`src/rtl/uart_tx_word.sv`:
```
// uart_tx_word: serializes a WIDTH-bit word LSB first with one start bit and one stop bit
module uart_tx_word #(
    parameter int WIDTH  = 64,
    parameter int CLKDIV = 4
) (
    input  logic             clk,
    input  logic             reset_n,
    input  logic [WIDTH-1:0] tx_data,
    input  logic             ld_tx_data,
    output logic             tx_out,
    output logic             tx_busy,
    output logic             tx_done,
    output logic             tx_overrun,
    output logic [7:0]       overrun_count
);
    localparam int CW = $clog2(CLKDIV + 1);
    localparam int IW = $clog2(WIDTH + 1);
    typedef enum logic [1:0] {IDLE, START, DATA, STOP} state_t;
    state_t           r_state, w_state_nx;
    logic [WIDTH-1:0] r_shift, w_shift_nx;
    logic [CW-1:0]    r_cnt, w_cnt_nx;
    logic [IW-1:0]    r_idx, w_idx_nx;
    logic             r_tx, w_tx_nx;
    logic             r_busy, w_busy_nx;
    logic             r_done, w_done_nx;
    logic             r_ovr, w_ovr_nx;
    logic [7:0]       r_ovr_cnt, w_ovr_cnt_nx;
    logic             w_period_end;
    assign w_period_end  = r_cnt == CW'(CLKDIV - 1);
    assign tx_out        = r_tx;
    assign tx_busy       = r_busy;
    assign tx_done       = r_done;
    assign tx_overrun    = r_ovr;
    assign overrun_count = r_ovr_cnt;
    // Next frame state, serial bit and overrun bookkeeping; every output is registered from these
    always_comb begin
        w_state_nx   = r_state;
        w_shift_nx   = r_shift;
        w_cnt_nx     = w_period_end ? '0 : r_cnt + CW'(1);
        w_idx_nx     = r_idx;
        w_tx_nx      = r_tx;
        w_busy_nx    = r_busy;
        w_done_nx    = 1'b0;
        w_ovr_nx     = ld_tx_data && r_busy;
        w_ovr_cnt_nx = (w_ovr_nx && r_ovr_cnt != 8'hFF) ? r_ovr_cnt + 8'd1 : r_ovr_cnt;
        case (r_state)
            IDLE: begin
                w_cnt_nx = '0;
                if (ld_tx_data) begin
                    w_state_nx = START;
                    w_shift_nx = tx_data;
                    w_tx_nx    = 1'b0;
                    w_busy_nx  = 1'b1;
                end
            end
            START: begin
                if (w_period_end) begin
                    w_state_nx = DATA;
                    w_tx_nx    = r_shift[0];
                    w_shift_nx = r_shift >> 1;
                    w_idx_nx   = '0;
                end
            end
            DATA: begin
                if (w_period_end) begin
                    if (r_idx == IW'(WIDTH - 1)) begin
                        w_state_nx = STOP;
                        w_tx_nx    = 1'b1;
                    end else begin
                        w_tx_nx    = r_shift[0];
                        w_shift_nx = r_shift >> 1;
                        w_idx_nx   = r_idx + IW'(1);
                    end
                end
            end
            STOP: begin
                if (w_period_end) begin
                    w_state_nx = IDLE;
                    w_busy_nx  = 1'b0;
                    w_done_nx  = 1'b1;
                end
            end
            default: w_state_nx = IDLE;
        endcase
    end
    // State register; reset aborts any frame in flight and returns the line to idle-high
    always_ff @(posedge clk or negedge reset_n) begin
        if (!reset_n) begin
            r_state   <= IDLE;
            r_shift   <= '0;
            r_cnt     <= '0;
            r_idx     <= '0;
            r_tx      <= 1'b1;
            r_busy    <= 1'b0;
            r_done    <= 1'b0;
            r_ovr     <= 1'b0;
            r_ovr_cnt <= '0;
        end else begin
            r_state   <= w_state_nx;
            r_shift   <= w_shift_nx;
            r_cnt     <= w_cnt_nx;
            r_idx     <= w_idx_nx;
            r_tx      <= w_tx_nx;
            r_busy    <= w_busy_nx;
            r_done    <= w_done_nx;
            r_ovr     <= w_ovr_nx;
            r_ovr_cnt <= w_ovr_cnt_nx;
        end
    end
endmodule
```
`config.mk`:
```
export PLATFORM = sky130hd
export DESIGN_NAME = uart_tx_word
export DESIGN_NICKNAME = d
export VERILOG_FILES = /design/src/rtl/uart_tx_word.sv
export SDC_FILE = /design/constraint.sdc
export NUM_CORES = 1
export LEC_CHECK = 0
export CORE_MARGIN = 5
export CORE_UTILIZATION = 50
export DETAILED_ROUTE_END_ITERATION = 10
export GPL_ROUTABILITY_DRIVEN = 0
export PLACE_DENSITY = 0.83
export SYNTH_ARGS = -nofsm -noshare
export SYNTH_HDL_FRONTEND = slang
export SYNTH_SLANG_ARGS = --single-unit
```
`constraint.sdc`:
```
create_clock -name clk -period 2.96 [get_ports clk]
set_input_delay 0.444 -clock clk [delete_from_list [all_inputs] [get_ports clk]]
set_output_delay 0.444 -clock clk [all_outputs]
set_load 0.02 [all_outputs]
```
==> results by group, run 1 <==
Run status
  • Status: completed

Timing
  • Relative slew slack: 27.02%
  • Min cycle time layout: 2.339 ns
  • Worst-margin pin slew: 1.095 ns
  • Fin worst setup slack: 0.6215 ns
  • Final Max Tran Viols: 0
  • Fmax: 0.4276 GHz
  • Post-route clock skew: 0.01035 ns
  • RSZ-0062 raised after global routing: false
  • Fin. Hold Viols: 0
  • Period utilisation layout: 79.00%
  • Final TNS setup: 0 ns
  • Final setup fails: 0

Logic synthesis
  • Synth Area in Compound Gates: 3.551%
  • Yosys warns: 0
  • Post-synthesis adder-cell area fraction: 2.291%
  • Post-synth EDFFs: 0
  • Largest family of logic cells by synthesized area: multiplexers
  • Seq/Total Area, Yosys: 50.43%
  • Mapped Cells: 330
  • Post-Syn Area per Cell: 13.24 µm²
  • Post-synthesis cell area: 4369 µm²
  • Top post-synthesis cells by area: dfrtp_1 (50%), mux2_1 (16%), mux2_2 (16%)
  • Synthesized Nets: 405
  • XOR/XNOR share of the synthesized area: 1.403%
  • Area leader, netlist: dfrtp_1
  • Post-synth ARST share: 100.0%
  • Multiplexer share of the synthesized area: 32.93%
  • Ys flop type: dfrtp_1
  • Synth top area share: 49.83%
  • Seq cells post-synth: 88
  • Post-synthesis cell type count: 42
  • Area share of and/or/nand/nor cells after synthesis: 6.472%

Critical path
  • CP Launch Type: register
  • Max FO, Critical Path: 30
  • Required @ worst endpoint: 3.19 ns
  • Family with the most delay on the worst path: adder cells
  • Crit path max-delay cell type: ha_2
  • Crit Path Class: register to register
  • Crit-path cells: inv_1 > ha_2 > buf_12 > mux2_2 > mux2_1
  • Crit path launch: r_state[0]
  • CP bufs+invs: 2
  • Reg2Reg Launch Point: r_state[0]
  • Crit path capture type: register
  • CP peak stage delay: 0.76 ns
  • Crit path DAT: 2.57 ns

Detailed routing
  • Via-to-Cell Ratio: 5.321
  • Pre-antenna DRT Iters: 4
  • Initial DRC Count: 53
  • Detail Route Antenna Nets: 0
  • DRC viols: 0
  • DR vias: 2772
  • Final wirelength: 8002 µm
  • Post-DR wirelength/cell: 15.36 µm

Clocking
  • Postcts setup bufs: 0
  • Root buffer cell: clkbuf_8
  • Clock Path Buffers: 2
  • CTS tree: yes
  • Post-CTS sizing: 0
  • # hold bufs at CTS: 0
  • CTS buffer count: 9
  • Clk pin slew, worst setup/hold paths: 0.09 ns
  • CTS sink count: 88
  • Skew-Pair Late Insertion Delay: 0.35 ns
  • H-Tree Depth: 3

Placement
  • Place WS: 0.5645 ns
  • Placed Cells: 505
  • I/O Buffers: 78
  • Final HPWL DP: 5647 µm

Cells and area
  • Final non-filler cell total: 521
  • Fill count: 668
  • Seq. cell area: 2203 µm²
  • Post-Route Utilization: 63.08%
  • Multi-input gate area: 2052 µm²
  • Ratio of cells with drive above 1 in the final layout: 21.79%
  • Antenna Cells: 0
  • Area Overhead vs Synth: 24.68%
  • Commonest non-fill, non-tap cell in the layout: dfrtp_1
  • Most frequent cells in the layout: dfrtp_1 (87), clkdlybuf4s50_1 (77), mux2_1 (64), mux2_2 (62), nand2_1 (18)
  • Final nets: 483

Die
  • Initial Utilization: 50.59%
  • Io pins: 79
  • Die footprint: 10710 µm²
  • Core Box Area: 8636 µm²
  • Die height: 103.5 µm
  • Rows: 34
  • Die Span X: 103.5 µm

Global route
  • Antenna violations before repair: 0
  • All-Layer GR Usage: 16.09%
  • Largest net degree at the start of global routing: 89
  • First-pass GRT wire length: 13610 µm
  • Number of global-route vias before repair: 2844
  • Total gr overflow: 0

Power and ir drop
  • P_leak: 0.002275 µW
  • PwrDens: 1135 nW/µm²
  • Worst VDD drop: 0.4852 mV

Run
  • Maxcap violations: 0

Worst hold path
  • Worst Hold Class: input port to asynchronous set/reset pin
-- area by class of cell --
class	instances	area share, %
repair buffers	84	15.57
well taps	108	2.480
clock buffers	11	2.779
inverters	5	0.3445
flip-flops and latches	88	40.45
clock inverters	5	0.7120
multi-input cells	220	37.67
-- Yosys cell counts (all sizes together), types with 4 or more instances --
library cell	count
a21oi	6
buf	10
clkbuf	7
dfrtp	87
ha	8
inv	5
mux2	126
nand2	18
nand3	5
nor2b	4
nor3	7
xnor2	4
-- metrics by stage --
step                power (µW)  area [µm²]  hold WS [ns]
floorplan                 4757        4369        0.1484
global placement          5309        5258        0.4287
detailed placement        5477        5258        0.4415
CTS                       6270        5448        0.3378
global route              6672        5448        0.4003
finish                    6181        5448        0.3053
-- where the power goes --
group	internal, µW	total [µW]	switching, µW
clock	354	780	427
sequential	1790	2080	286
combinational	1900	3320	1420
total	4050	6180	2130
-- metal layers --
layer | part of all wire, % | GRT usage [%]
met1 | 44 | 21.88
met2 | 50 | 25.78
met4 | 1.4 | 5.677
met3 | 4.8 | 3.152
met5 | 0 | 0
-- sequential cells by signal, summed over array words and instances, names as in the netlist --
name           cells
tx_overrun         1
r_shift           64
tx_busy            1
r_state            2
overrun_count      8
r_idx              7
r_cnt              3
tx_out             1
tx_done            1
-- logic make-up after synthesis --
logic type / count (synthesis)
adders and majority gates: 8
muxes: 128
xor gates and xnor gates: 7
AOI/OAI and AO/OA: 22
and+or+nand+nor: 55
buffers and inverters: 22
DFF: 88
-- path summary, 6_finish.rpt --
check / end / slack [ns] / depth (start not counted)
worst max-delay path: r_shift[61] / 0.62 / 5
worst min-delay path: overrun_count[3] / 0.31 / 1
worst max register to register: r_shift[61] / 0.62 / 5
worst min register to register: r_cnt[0] / 0.45 / 1
max in group asynchronous: r_shift[58] / 1.96 / 1
min in group clk: r_cnt[0] / 0.45 / 1
No activity file was read; power rests on OpenSTA's default activity.
==> run 2, diff against run 1 <==
clock period = 2.3 ns   (was 2.96 ns; I/O delays follow)
==> run 2 against run 1 <==
Flip-flop and latch count stayed put; routed wire length up 6.5%; critical endpoint is now r_shift[11]; first-iteration DRC count up 28%; utilization rose by 1.3 points; cell count increased by 1.5%; non-clock buffer count grew 8.
==> results by group, run 2 (synthesized netlist as in run 1, its figures left out) <==
Clocking
  • Clock Path Buffers: 2 (unchanged)
  • CTS buffer count: 9 (unchanged)
  • Skew-Pair Late Insertion Delay: 0.35 ns (about the same)
  • H-Tree Depth: 3 (unchanged)
  • CTS sink count: 88 (unchanged)
  • Root buffer cell: clkbuf_8
  • CTS tree: yes
  • Clk pin slew, worst setup/hold paths: 0.09 ns (about the same)

Cells and area
  • Area Overhead vs Synth: 27.21%
  • Final non-filler cell total: 529 (+1.5%)
  • Most frequent cells in the layout: dfrtp_1 (87), clkdlybuf4s50_1 (77), mux2_1 (64), mux2_2 (62), nand2_1 (18)
  • Ratio of cells with drive above 1 in the final layout: 23.28% (+1.5 points)
  • Max FFs per register: 64 (unchanged)
  • Antenna Cells: 0 (unchanged)
  • Commonest non-fill, non-tap cell in the layout: dfrtp_1
  • Post-Route Utilization: 64.36% (+1.3 points)
  • Fill count: 656 (-1.8%)
  • Final nets: 491 (+1.7%)
  • Largest Register: r_shift

Detailed routing
  • Final wirelength: 8523 µm (+6.5%)
  • Detail Route Antenna Nets: 0 (unchanged)
  • Pre-antenna DRT Iters: 4 (unchanged)
  • Via-to-Cell Ratio: 5.350 (+0.55%)
  • DRC viols: 0 (unchanged)
  • DR vias: 2830 (+2.1%)
  • Initial DRC Count: 68 (+28%)
  • Post-DR wirelength/cell: 16.11 µm (+4.9%)

Timing
  • Worst-margin pin slew: 0.5412 ns (-0.5535 ns)
  • Final TNS setup: 0 ns (unchanged)
  • Fmax: 0.4528 GHz (+5.9%)
  • Final setup fails: 0 (unchanged)
  • Period utilisation layout: 96.01% (+17 points)
  • Final Max Tran Viols: 0 (unchanged)
  • Fin. Hold Viols: 0 (unchanged)
  • Relative slew slack: 63.92% (+37 points)
  • Post-route clock skew: 0.01063 ns (+0.0002774 ns)
  • Min cycle time layout: 2.208 ns (-0.1302 ns)

Critical path
  • Max FO, Critical Path: 29 (-3.3%)
  • Required @ worst endpoint: 2.53 ns (-0.66 ns)
  • Crit path capture type: register
  • Crit Path Class: register to register
  • Crit path DAT: 2.44 ns (-0.13 ns)
  • CP Launch Type: register

Global route
  • Total gr overflow: 0 (unchanged)
  • All-Layer GR Usage: 16.47% (+0.37 points)
  • Largest net degree at the start of global routing: 64 (-28%)
  • Number of global-route vias before repair: 2872 (+0.98%)
  • Antenna violations before repair: 0 (unchanged)
  • First-pass GRT wire length: 13770 µm (+1.2%)

Run status
  • Status: completed

Power and ir drop
  • PwrDens: 1485 nW/µm² (+31%)
  • P_leak: 0.002331 µW (+2.5%)
  • Worst VDD drop: 0.8346 mV (+72%)

Die
  • Die footprint: 10710 µm² (unchanged)
  • Die Span X: 103.5 µm (unchanged)
  • Core Box Area: 8636 µm² (unchanged)
  • Io pins: 79 (unchanged)
  • Die height: 103.5 µm (unchanged)
  • Initial Utilization: 50.59% (unchanged)
  • Rows: 34 (unchanged)

Placement
  • I/O Buffers: 78 (unchanged)
  • Final HPWL DP: 5988 µm (+6.0%)
  • Placed Cells: 507 (+0.40%)

Worst hold path
  • Worst Hold Class: register to register

Run
  • Maxcap violations: 0 (unchanged)
==> run 2: cell types whose count changed in the layout (fill, tap and decap cells not counted), sizes merged <==
cell,previous run,this run
clkbuf,11,10
clkinvlp,4,3
inv,6,8
clkinv,0,1
buf,7,13
dlygate4sd3,0,1
==> run 2: per-layer routing <==
| metal | GRT usage (%) | vias to the layer above | routed length (µm) |
|---|---|---|---|
| li1 | - | 1355 | - |
| met5 | 0 | - | 0 |
| met4 | 6.773 | 0 | 104 |
| met2 | 27.40 | 65 | 4415 |
| met3 | 3.152 | 9 | 397 |
| met1 | 21.15 | 1401 | 3605 |
==> run 2: cell type report <==
cell class | count | area (µm²) | share of cell area [%]
clock buffers | 9 | 123.9 | 2.229
clock inverters | 7 | 65.06 | 1.171
inverters | 5 | 18.77 | 0.3377
multi-input cells | 220 | 2054 | 36.97
flip-flops and latches | 88 | 2203 | 39.64
well taps | 108 | 135.1 | 2.431
repair buffers | 92 | 957.2 | 17.22
==> run 2: timing repair <==
item,4_1_cts,5_1_grt
setup buffers,0,3
resized for setup,0,1
hold endpoints to repair,40,0
endpoints found under the setup margin,0,35
hold buffers,1,0
==> run 2: power breakdown <==
group          switching, µW  internal, µW
sequential               377          2310
combinational           1910          2650
clock                    597           413
total                   2890          5370
==> run 2: final timing paths <==
kind / from / end / slack (ns) / cells after the start
setup / recovery: r_state[0] / r_shift[11] / 0.09 / 7
hold / removal: r_cnt[0] / r_cnt[0] / 0.46 / 1
setup reg to reg: r_state[0] / r_shift[11] / 0.09 / 7
hold reg to reg: r_cnt[0] / r_cnt[0] / 0.46 / 1
max in group asynchronous: reset_n / tx_out / 1.10 / 3
min in group asynchronous: reset_n / overrun_count[1] / 0.52 / 2
==> run 2: critical path, cell delays in order, from the launching register on <==
cell	delay, ns
dfrtp_1	0.40
inv_1	0.10
ha_1	0.24
or2_4	0.29
a221oi_4	0.35
buf_4	0.18
buf_12	0.19
mux2_1	0.34
==> run 2: through the flow <==
stage                     worst slack (ns)  cell area [µm²]  hold slack (ns)  total power, µW
after CTS                          0.08326             5497           0.4627             8126
final                              0.09170             5558           0.4624             8255
after global placement              0.1605             5298           0.3614             6863
after floorplan                     0.2498             4369          0.04941             6122
after global routing              -0.02278             5558           0.5022             8869
after detailed placement            0.1025             5298           0.3686             7095
